<file path="src/rtl/nx_fifo_pkg.sv">
// Shared helpers for the nx_fifo_flex family: width calculations and the decoded flag bundle.
package nx_fifo_pkg;

    // Occupancy counters must represent 0..depth inclusive.
    function automatic int unsigned fifo_cw(input int unsigned depth);
        return $clog2(depth + 1);
    endfunction

    function automatic int unsigned fifo_pw(input int unsigned depth);
        return (depth > 1) ? $clog2(depth) : 1;
    endfunction

    typedef struct packed {
        logic empty;
        logic full;
        logic almost_empty;
        logic almost_full;
    } fifo_flags_t;

endpackage

</file>
<file path="src/rtl/nx_fifo_ctrl_flex.sv">
// Control path of nx_fifo_flex: wrapping pointers, occupancy, threshold flags,
// high-watermark and registered underflow/overflow pulses.
module nx_fifo_ctrl_flex
    import nx_fifo_pkg::*;
#(
    parameter int unsigned DEPTH            = 4,
    parameter int unsigned AFULL_THRESH     = DEPTH - 1,
    parameter int unsigned AEMPTY_THRESH    = 1,
    parameter bit          UNDERFLOW_ASSERT = 1'b1,
    parameter bit          OVERFLOW_ASSERT  = 1'b1,
    localparam int unsigned CW              = fifo_cw(DEPTH),
    localparam int unsigned PW              = fifo_pw(DEPTH)
) (
    input  logic          clk,
    input  logic          rst_n,
    input  logic          wen,
    input  logic          ren,
    input  logic          clear,
    output logic          wacc,
    output logic [PW-1:0] wptr,
    output logic [PW-1:0] rptr,
    output logic          empty,
    output logic          full,
    output logic          almost_empty,
    output logic          almost_full,
    output logic [CW-1:0] used_slots,
    output logic [CW-1:0] free_slots,
    output logic [CW-1:0] max_used,
    output logic          underflow,
    output logic          overflow
);

    localparam logic [PW-1:0] PtrLast   = PW'(DEPTH - 1);
    localparam logic [CW-1:0] CountMax  = CW'(DEPTH);
    localparam logic [CW-1:0] AfullLvl  = CW'(AFULL_THRESH);
    localparam logic [CW-1:0] AemptyLvl = CW'(AEMPTY_THRESH);

    logic [PW-1:0] wptr_q, wptr_d;
    logic [PW-1:0] rptr_q, rptr_d;
    logic [CW-1:0] count_q, count_d;
    logic [CW-1:0] max_q, max_d;
    logic          ovf_q, ovf_d;
    logic          unf_q, unf_d;
    logic          racc;
    fifo_flags_t   flags;

    always_comb begin
        flags              = '0;
        flags.empty        = (count_q == '0);
        flags.full         = (count_q == CountMax);
        flags.almost_full  = (count_q >= AfullLvl);
        flags.almost_empty = (count_q <= AemptyLvl);
    end

    // Reset and clear both suppress the memory write as well as the state update.
    assign wacc = rst_n && !clear && wen && !flags.full;
    assign racc = rst_n && !clear && ren && !flags.empty;

    always_comb begin
        wptr_d  = wptr_q;
        rptr_d  = rptr_q;
        count_d = count_q + CW'(wacc) - CW'(racc);
        max_d   = (count_d > max_q) ? count_d : max_q;
        ovf_d   = wen && flags.full;
        unf_d   = ren && flags.empty;

        if (wacc) begin
            wptr_d = (wptr_q == PtrLast) ? '0 : wptr_q + PW'(1);
        end
        if (racc) begin
            rptr_d = (rptr_q == PtrLast) ? '0 : rptr_q + PW'(1);
        end

        if (clear) begin
            wptr_d  = '0;
            rptr_d  = '0;
            count_d = '0;
            max_d   = '0;
            ovf_d   = 1'b0;
            unf_d   = 1'b0;
        end
    end

    always_ff @(posedge clk) begin
        if (!rst_n) begin
            wptr_q  <= '0;
            rptr_q  <= '0;
            count_q <= '0;
            max_q   <= '0;
            ovf_q   <= 1'b0;
            unf_q   <= 1'b0;
        end else begin
            wptr_q  <= wptr_d;
            rptr_q  <= rptr_d;
            count_q <= count_d;
            max_q   <= max_d;
            ovf_q   <= ovf_d;
            unf_q   <= unf_d;
        end
    end

    assign wptr         = wptr_q;
    assign rptr         = rptr_q;
    assign empty        = flags.empty;
    assign full         = flags.full;
    assign almost_empty = flags.almost_empty;
    assign almost_full  = flags.almost_full;
    assign used_slots   = count_q;
    assign free_slots   = CountMax - count_q;
    assign max_used     = max_q;
    assign underflow    = unf_q;
    assign overflow     = ovf_q;

    if (AFULL_THRESH > DEPTH) begin : g_bad_afull
        $error("nx_fifo_ctrl_flex: AFULL_THRESH must not exceed DEPTH");
    end
    if (AEMPTY_THRESH > DEPTH) begin : g_bad_aempty
        $error("nx_fifo_ctrl_flex: AEMPTY_THRESH must not exceed DEPTH");
    end

    if (UNDERFLOW_ASSERT) begin : g_unf_assert
        assert property (@(posedge clk) disable iff (!rst_n) !(ren && flags.empty && !clear))
            else $error("nx_fifo_ctrl_flex: read while empty");
    end
    if (OVERFLOW_ASSERT) begin : g_ovf_assert
        assert property (@(posedge clk) disable iff (!rst_n) !(wen && flags.full && !clear))
            else $error("nx_fifo_ctrl_flex: write while full");
    end

endmodule

</file>
<file path="src/rtl/nx_fifo_flex.sv">
// Parametrised first-word-fall-through FIFO: storage array and head read mux;
// all control state lives in nx_fifo_ctrl_flex.
module nx_fifo_flex
    import nx_fifo_pkg::*;
#(
    parameter int unsigned DEPTH            = 4,
    parameter int unsigned WIDTH            = 65,
    parameter int unsigned AFULL_THRESH     = DEPTH - 1,
    parameter int unsigned AEMPTY_THRESH    = 1,
    parameter bit          DATA_RESET       = 1'b1,
    parameter bit          UNDERFLOW_ASSERT = 1'b1,
    parameter bit          OVERFLOW_ASSERT  = 1'b1,
    localparam int unsigned CW              = fifo_cw(DEPTH)
) (
    input  logic             clk,
    input  logic             rst_n,
    input  logic             wen,
    input  logic             ren,
    input  logic             clear,
    input  logic [WIDTH-1:0] wdata,
    output logic [WIDTH-1:0] rdata,
    output logic             empty,
    output logic             full,
    output logic             almost_empty,
    output logic             almost_full,
    output logic [CW-1:0]    used_slots,
    output logic [CW-1:0]    free_slots,
    output logic [CW-1:0]    max_used,
    output logic             underflow,
    output logic             overflow
);

    localparam int unsigned PW = fifo_pw(DEPTH);

    logic             wacc;
    logic [PW-1:0]    wptr;
    logic [PW-1:0]    rptr;
    logic [WIDTH-1:0] mem_q [DEPTH];

    nx_fifo_ctrl_flex #(
        .DEPTH            (DEPTH),
        .AFULL_THRESH     (AFULL_THRESH),
        .AEMPTY_THRESH    (AEMPTY_THRESH),
        .UNDERFLOW_ASSERT (UNDERFLOW_ASSERT),
        .OVERFLOW_ASSERT  (OVERFLOW_ASSERT)
    ) u_ctrl (
        .clk          (clk),
        .rst_n        (rst_n),
        .wen          (wen),
        .ren          (ren),
        .clear        (clear),
        .wacc         (wacc),
        .wptr         (wptr),
        .rptr         (rptr),
        .empty        (empty),
        .full         (full),
        .almost_empty (almost_empty),
        .almost_full  (almost_full),
        .used_slots   (used_slots),
        .free_slots   (free_slots),
        .max_used     (max_used),
        .underflow    (underflow),
        .overflow     (overflow)
    );

    // Storage is deliberately left out of reset.
    always_ff @(posedge clk) begin
        if (wacc) begin
            mem_q[wptr] <= wdata;
        end
    end

    assign rdata = (DATA_RESET && empty) ? '0 : mem_q[rptr];

    if (DEPTH < 1) begin : g_bad_depth
        $error("nx_fifo_flex: DEPTH must be at least 1");
    end
    if (WIDTH < 1) begin : g_bad_width
        $error("nx_fifo_flex: WIDTH must be at least 1");
    end

endmodule

</file>
<file path="config.mk">
export PLATFORM = sky130hd
export DESIGN_NAME = nx_fifo_flex
export DESIGN_NICKNAME = d
export VERILOG_FILES = /design/src/rtl/nx_fifo_pkg.sv /design/src/rtl/nx_fifo_ctrl_flex.sv /design/src/rtl/nx_fifo_flex.sv
export SDC_FILE = /design/constraint.sdc
export NUM_CORES = 1
export LEC_CHECK = 0
export CORE_UTILIZATION = 40
export DETAILED_ROUTE_END_ITERATION = 12
export PLACE_DENSITY = 0.72
export RECOVER_POWER = 50
export SLEW_MARGIN = 15
export SYNTH_ARGS = -nofsm -noshare
export SYNTH_HDL_FRONTEND = slang
export SYNTH_HIERARCHICAL = 1
export SYNTH_SLANG_ARGS = --single-unit
</file>
<file path="constraint.sdc">
create_clock -name clk -period 8.2 [get_ports clk]
set_clock_uncertainty 0.05 [all_clocks]
set_input_delay 1.23 -clock clk [delete_from_list [all_inputs] [get_ports clk]]
set_output_delay 1.23 -clock clk [all_outputs]
set_load 0.01 [all_outputs]
</file>
==> key figures, run 1 <==
Status
  – Status: finished, violations left
  – Failing checks: capacitance limit, slew limit

CTS
  – TritonCTS Sinks: 272
  – Worst-Skew Late Latency: 0.53 ns
  – H-tree levels: 1
  – Root Buffer: clkbuf_16
  – CTS tree: yes
  – Resized cells post-CTS: 0
  – # Post-CTS Setup Buffers: 0
  – Hold Buf Count CTS: 0
  – Clk slew on worst S/H paths: 0.06 ns
  – CTS buffer count: 27
  – CTS max path bufs: 3

Worst hold path
  – Critical hold path startpoint: u_ctrl/max_used[2]$_SDFFE_PP0N_
  – Hold Path End: u_ctrl/max_used[2]$_SDFFE_PP0N_
  – Hold crit path type: reg2reg
  – Hold Crit Depth: 2

Logic synthesis
  – Synth Warn #: 6
  – Cell count after synthesis: 569
  – Mean post-synth cell area: 18.7 sq um
  – Synthesized Nets: 655
  – Synth cell types: 32
  – Mapped cell area: 10600 sq um
  – Number of synthesized register bits: 272
  – Register area share after synthesis: 75.7%

Critical path
  – Worst reg-to-reg path cell count: 7
  – Critical Path RT: 8.18 ns
  – Max stage delay on crit path: 2.84 ns
  – CP Launch Type: input pin
  – Worst reg2reg setup slack: 3.06 ns
  – Worst path cell trace: dlygate4sd3_1, nand2b_1, nor2_1, and3_2, clkbuf_1
  – R2R Path End: mem_q[3][28]$_DFFE_PP_
  – Critical Path AT: 5.31 ns
  – Worst path bufs/invs: 2
  – Crit. End Element: flip-flop
  – FF-to-FF Start: u_ctrl/used_slots[1]$_SDFF_PP0_
  – Slowest-stage cell, CP: clkbuf_1
  – WS Path Type: in2reg
  – CP max FO: 65
  – CP delay by family, top: buffers and inverters

Global route
  – First-pass GRT wire length: 29.7 mm
  – Antenna violations before repair: 6
  – GRT overflow: 0
  – Vias in the first global route: 5531
  – Largest net degree at the start of global routing: 69
  – Overall Global Routing Usage: 14.3%

Timing
  – Tmin final: 5.33 ns
  – Worst setup margin: 2.87 ns
  – RSZ-0062 raised after global routing: no
  – Final Hold Violating Endpoints: 0
  – Worst hold margin: 0.435 ns
  – Period utilisation layout: 65.0%
  – Max Clk Rate: 0.188 GHz
  – Rel. slew slack: -171%
  – TNS Setup: 0 ns
  – Worst slew pin tran: 4.06 ns
  – Slew Limit Fails: 99
  – Setup-failing EPs final: 0

Finish
  – Layout cell share with drive strength beyond 1: 7.53%
  – # nets final: 809
  – P&R area growth vs syn: 23.8%
  – Final Util: 50.5%

Pwr
  – Power Dens Cells: 216 nW/um^2
  – Peak VDD IR: 0.109 mV
  – Pleak: 4.15 nW

Place
  – Final GP Congestion: 0.700
  – Post-DP HPWL: 10.8 mm
  – Number of buffers added on ports: 149
  – Setup WS pre-CTS: 3.81 ns

Drt
  – Number of vias per cell: 4.99
  – Vias: 5404
  – Remaining routing DRC violations: 0
  – DR pass1 iterations: 5
  – DRT iter0 DRCs: 267
  – Avg WL per Cell: 18.0 um
  – Routed wire length: 19.5 mm
  – Antenna-violating nets left: 0

Floorplan
  – Core Box Area: 26100 sq um
  – Rows: 59
  – Initial Utilization: 40.8%
  – Die H: 165 um
  – Die W: 165 um
  – Die area: 27200 sq um
  – I/O pins: 150

Flow run
  – # Max-Cap Violations: 2
## stage by stage
step	area, sq um	total power (W)	cells
after detailed placement	12300	0.00168	1029
after global routing	13200	0.00294	1081
final	13200	0.00285	1083
after floorplan	10600	0.00161	569
after CTS	13200	0.00288	1079
after global placement	12300	0.00168	1029
## worst min-delay path, delay by kind of cell (launching register included)
kind | cells | cell delay (ns)
mux | 1 | 0.06
simple gates | 1 | 0.06
flops | 1 | 0.32
## state kept, by name (all words and copies together), names as in the netlist
register / cells
u_ctrl/max_used: 3
mem_q: 260
u_ctrl/underflow: 1
u_ctrl/used_slots: 3
u_ctrl/rptr: 2
u_ctrl/wptr: 2
u_ctrl/overflow: 1
## per-layer routing
layer	up-vias	routed length [um]	GRT usage [%]
li1	2572	-	-
met1	2655	8360	18.3
met2	142	9520	23.8
met3	31	1280	4.07
met4	4	269	3.54
met5	-	26	0
## cells in the mapped netlist
cell      instances  share of area (%)
dfxtp_1          12                2.3
nor2b_1           1              0.059
mux2i_1         135                 13
buf_6             6               0.64
a22o_1            1              0.082
nor3b_1           1              0.071
inv_1            13               0.46
buf_12            8                1.5
nor2b_4           1               0.13
buf_1             4               0.14
nor3_1            2              0.094
and3b_1           1              0.082
xnor2_1           1              0.082
o22ai_1          65                3.8
buf_2             2              0.094
clkbuf_1          3               0.11
fa_1              1               0.19
clkbuf_4          3               0.21
a21oi_1           2              0.094
nand2b_1          4               0.24
o21a_1            1              0.071
buf_8             3               0.42
buf_4             2               0.14
o21ai_4           1               0.15
edfxtp_1        260                 73
ha_1             15                1.8
a211o_1           1              0.082
and3_1            3               0.18
nor2_1            7               0.25
nand2_1           8               0.28
or2_1             1              0.059
nand3_1           1              0.047
## cells in the final DEF, fill, tap and decap left out, types with 4 or more instances in the layout
cell type and count:
edfxtp_1 260, mux2i_1 135, dlygate4sd3_1 76, clkdlybuf4s50_1 73, o22ai_1 65, clkbuf_16 27
ha_1 15, inv_1 13, dfxtp_1 11, nand2_1 8, nor2_1 7, buf_4 6
clkinv_2 5, clkbuf_1 5, diode_2 4, clkinv_1 4
## cells by family (layout without fill, tap and decap cells)
logic type	after synthesis	in the layout	share of synthesized area, %
AO/OA/AOI/OAI	71	71	4.31
XOR/XNOR	1	1	0.0824
adder cells (fa/ha/maj)	16	16	1.95
buffers and inverters	44	219	3.72
flip-flops	272	272	75.7
multiplexers	135	135	12.7
other	0	4	0
AND/OR/NAND/NOR	30	30	1.48
## final cells by class
cell class              count  area [sq um]
flip-flops and latches    272          8050
multi-input cells         253          2200
repair buffers            156          1540
fillers                  2130         12900
clock inverters            17           171
inverters                  13          48.8
well taps                 335           419
diodes                      4          10.0
clock buffers              33           718
## where the power goes
group	internal [W]	switching [W]
sequential	0.00154	0.00000387
combinational	0.0000501	0.0000513
clock	0.000718	0.000490
total	0.00230	0.000545
## worst max-delay path by stage
stage	slack [ns]	cells past startpoint	start	to
after floorplan	1.14	3	clear	mem_q[0][0]$_DFFE_PP_
after global placement	3.96	13	clear	u_ctrl/max_used[0]$_SDFFE_PP0N_
after detailed placement	3.81	13	clear	u_ctrl/max_used[1]$_SDFFE_PP0N_
after CTS	3.61	6	u_ctrl/used_slots[1]$_SDFF_PP0_	rdata[62]
after global routing	2.37	5	rst_n	mem_q[3][28]$_DFFE_PP_
final	2.87	5	rst_n	mem_q[3][28]$_DFFE_PP_
No activity file was read; power rests on OpenSTA's default activity.
==> inputs of run 2 (changes only) <==
--- a/config.mk
+++ b/config.mk
@@ -7,7 +7,7 @@
 export LEC_CHECK = 0
 export CORE_UTILIZATION = 40
 export DETAILED_ROUTE_END_ITERATION = 12
-export PLACE_DENSITY = 0.72
+export PLACE_DENSITY = 0.74
 export RECOVER_POWER = 50
 export SLEW_MARGIN = 15
 export SYNTH_ARGS = -nofsm -noshare
==> constraint.sdc (replaced) <==
create_clock -name clk -period 4.89 [get_ports clk]
set_clock_uncertainty 0.05 [all_clocks]
set_input_delay 0.7335 -clock clk [delete_from_list [all_inputs] [get_ports clk]]
set_output_delay 0.7335 -clock clk [all_outputs]
set_load 0.01 [all_outputs]
==> run 2 against run 1 <==
Against the previous run: the run still ends with capacitance limit, slew limit left; die area stayed put; highest routed layer unchanged; sequential share of layout area about the same; combinational power increased by 68%; first-iteration DRC count down 1.1%.
==> key figures, run 2 (synthesized netlist as in run 1, its figures left out) <==
Floorplan
  – Die W: 165 um (unchanged)
  – Initial Utilization: 40.8% (unchanged)
  – Die H: 165 um (unchanged)
  – Rows: 59 (unchanged)
  – I/O pins: 150 (unchanged)
  – Die area: 27200 sq um (unchanged)
  – Core Box Area: 26100 sq um (unchanged)

Pwr
  – Total power: 0.00478 W (+68%)
  – Power Dens Cells: 363 nW/um^2 (+68%)
  – Pleak: 4.14 nW (about the same)
  – Peak VDD IR: 0.248 mV (+130%)

Finish
  – Most common cell after layout, fill and taps aside: edfxtp_1
  – Max reg flops: 260 (unchanged)
  – Most frequent cells in the layout: edfxtp_1 (260), mux2i_1 (135), dlygate4sd3_1 (75), clkdlybuf4s50_1 (74), o22ai_1 (65)
  – Final Non-Filler Cells: 1078 (-0.46%)
  – Layout cell share with drive strength beyond 1: 6.75% (-0.78 points)
  – Filler Cell Count: 2150 (+0.94%)
  – # nets final: 811 (+0.25%)
  – Final Util: 50.5% (about the same)
  – P&R area growth vs syn: 23.9% (about the same)
  – Most flops, register: mem_q

Drt
  – Number of vias per cell: 5.10 (+2.2%)
  – DRT iter0 DRCs: 264 (-1.1%)
  – Avg WL per Cell: 18.5 um (+2.9%)
  – Vias: 5499 (+1.8%)
  – Routed wire length: 19.9 mm (+2.4%)
  – Remaining routing DRC violations: 0 (unchanged)
  – Antenna-violating nets left: 0 (unchanged)
  – DR pass1 iterations: 4 (-1)

Timing
  – TNS Setup: 0 ns (unchanged)
  – Period utilisation layout: 87.3%
  – Rel. slew slack: -29.6% (+140 points)
  – Tmin final: 4.27 ns
  – Setup-failing EPs final: 0 (unchanged)
  – RSZ-0062 raised after global routing: no
  – Worst slew pin tran: 1.94 ns (-2.12 ns)
  – Final Hold Violating Endpoints: 0 (unchanged)
  – Worst hold margin: 0.443 ns (+0.00829 ns)
  – Slew Limit Fails: 66 (-33%)
  – Max Clk Rate: 0.234 GHz

Critical path
  – Worst path cell trace: inv_1, ha_1, ha_1, or2_2, buf_4, o22ai_1, clkdlybuf4s50_1
  – CP Launch Type: flip-flop
  – CP delay by family, top: buffers and inverters
  – Critical Path AT: 3.48 ns (-1.83 ns)
  – Critical Path Source: u_ctrl/used_slots[1]$_SDFF_PP0_
  – FF-to-FF Start: u_ctrl/used_slots[1]$_SDFF_PP0_
  – Worst path bufs/invs: 3 (+1)
  – Slowest-stage cell, CP: or2_2
  – CP most frequent cell: ha_1
  – Critical Path RT: 4.11 ns (-4.07 ns)
  – Max stage delay on crit path: 0.82 ns (-2.02 ns)
  – CP max FO: 43 (-34%)
  – WS Path Type: reg2out
  – Crit. End Element: output pin

Global route
  – GRT overflow: 0 (unchanged)
  – First-pass GRT wire length: 29.8 mm (+0.35%)
  – Met3 Resource Use GR: 3.19% (-0.88 points)
  – Vias in the first global route: 5600 (+1.2%)
  – Top Usage Layer GRT: met2
  – Overall Global Routing Usage: 14.5% (+0.19 points)
  – Largest net degree at the start of global routing: 66 (-4.3%)
  – Antenna violations before repair: 3 (-3)
  – GR Util met1: 18.0% (-0.36 points)
  – Met2 Use GR: 25.4% (+1.7 points)

CTS
  – CTS tree: yes
  – CTS buffer count: 28 (+3.7%)
  – # Post-CTS Setup Buffers: 0 (unchanged)
  – Hold Buf Count CTS: 0 (unchanged)
  – CTS max path bufs: 3 (unchanged)
  – Root Buffer: clkbuf_16
  – H-tree levels: 1 (unchanged)
  – Worst-Skew Late Latency: 0.53 ns (about the same)
  – Resized cells post-CTS: 0 (unchanged)
  – Clk slew on worst S/H paths: 0.06 ns (about the same)
  – TritonCTS Sinks: 272 (unchanged)

Place
  – Post-DP HPWL: 11.4 mm (+6.1%)
  – Placed insts: 1030 (+0.097%)
  – Number of buffers added on ports: 149 (unchanged)
  – Final GP Congestion: 0.711 (+1.6%)

Status
  – Failing checks: capacitance limit, slew limit
  – Status: finished, violations left

Flow run
  – # Max-Cap Violations: 1 (-1)

Worst hold path
  – Hold crit path type: reg2reg
  – Critical hold path startpoint: u_ctrl/max_used[2]$_SDFFE_PP0N_
run 2: cell count changes in the layout (fill, tap and decap cells not counted), moves of 2 or more:
cell       delta
clkbuf_16     +2
clkbuf_8      -2
clkinv_1      +3
clkinv_2      -3
clkinv_4      -2
diode_2       -2
run 2: power by group:
| part | leakage, nW | total (W) | switching [W] | internal (W) |
|---|---|---|---|---|
| clock | 0.423 | 0.00202 | 0.000804 | 0.00122 |
| sequential | 2.45 | 0.00258 | 0.00000710 | 0.00258 |
| combinational | 1.27 | 0.000170 | 0.0000864 | 0.0000839 |
run 2: per-layer routing:
metal  vias up  routed length (um)
met1      2768                8380
met3        31                1110
li1       2560                   -
met2       138               10100
met5         -                  13
met4         2                 335
run 2: path summary, 6_finish.rpt:
check                               endpoint  slack (ns)  depth (start not counted)
max                                rdata[14]        0.62                          7
max reg2reg           mem_q[0][46]$_DFFE_PP_        1.23                          7
min          u_ctrl/max_used[2]$_SDFFE_PP0N_        0.44                          2
min reg2reg  u_ctrl/max_used[2]$_SDFFE_PP0N_        0.44                          2
run 2: per-stage QoR:
step                cell area [sq um]  setup slack [ns]
finish                          13200             0.623
global route                    13200             0.379
CTS                             13200             0.542
detailed placement              12300              1.04
global placement                12300              1.13
floorplan                       10600             0.170
run 2: tightest hold or removal path: cells and delay by family, from the launching register on:
kind,cells,cell delay [ns]
DFF,1,0.32
and+or+nand+nor,1,0.06
muxes,1,0.06
run 2: cell type report:
| type | count | area [sq um] | share of cell area, % |
|---|---|---|---|
| antenna | 2 | 5.00 | 0.0380 |
| clock buffer | 33 | 741 | 5.63 |
| clock inverter | 13 | 134 | 1.02 |
| inverter | 13 | 48.8 | 0.371 |
| multi-input combinational | 253 | 2200 | 16.7 |
| sequential | 272 | 8050 | 61.2 |
| tap | 335 | 419 | 3.18 |
| timing repair buffer | 157 | 1560 | 11.9 |
==> inputs of run 3 (changes only) <==
--- a/config.mk
+++ b/config.mk
@@ -5,6 +5,7 @@
 export SDC_FILE = /design/constraint.sdc
 export NUM_CORES = 1
 export LEC_CHECK = 0
+export ABC_CLOCK_PERIOD_IN_PS = 4890
 export CORE_UTILIZATION = 40
 export DETAILED_ROUTE_END_ITERATION = 12
 export PLACE_DENSITY = 0.74
==> results of run 3 <==
No change in the layout: final DEF, timing and power equal those of run 2.
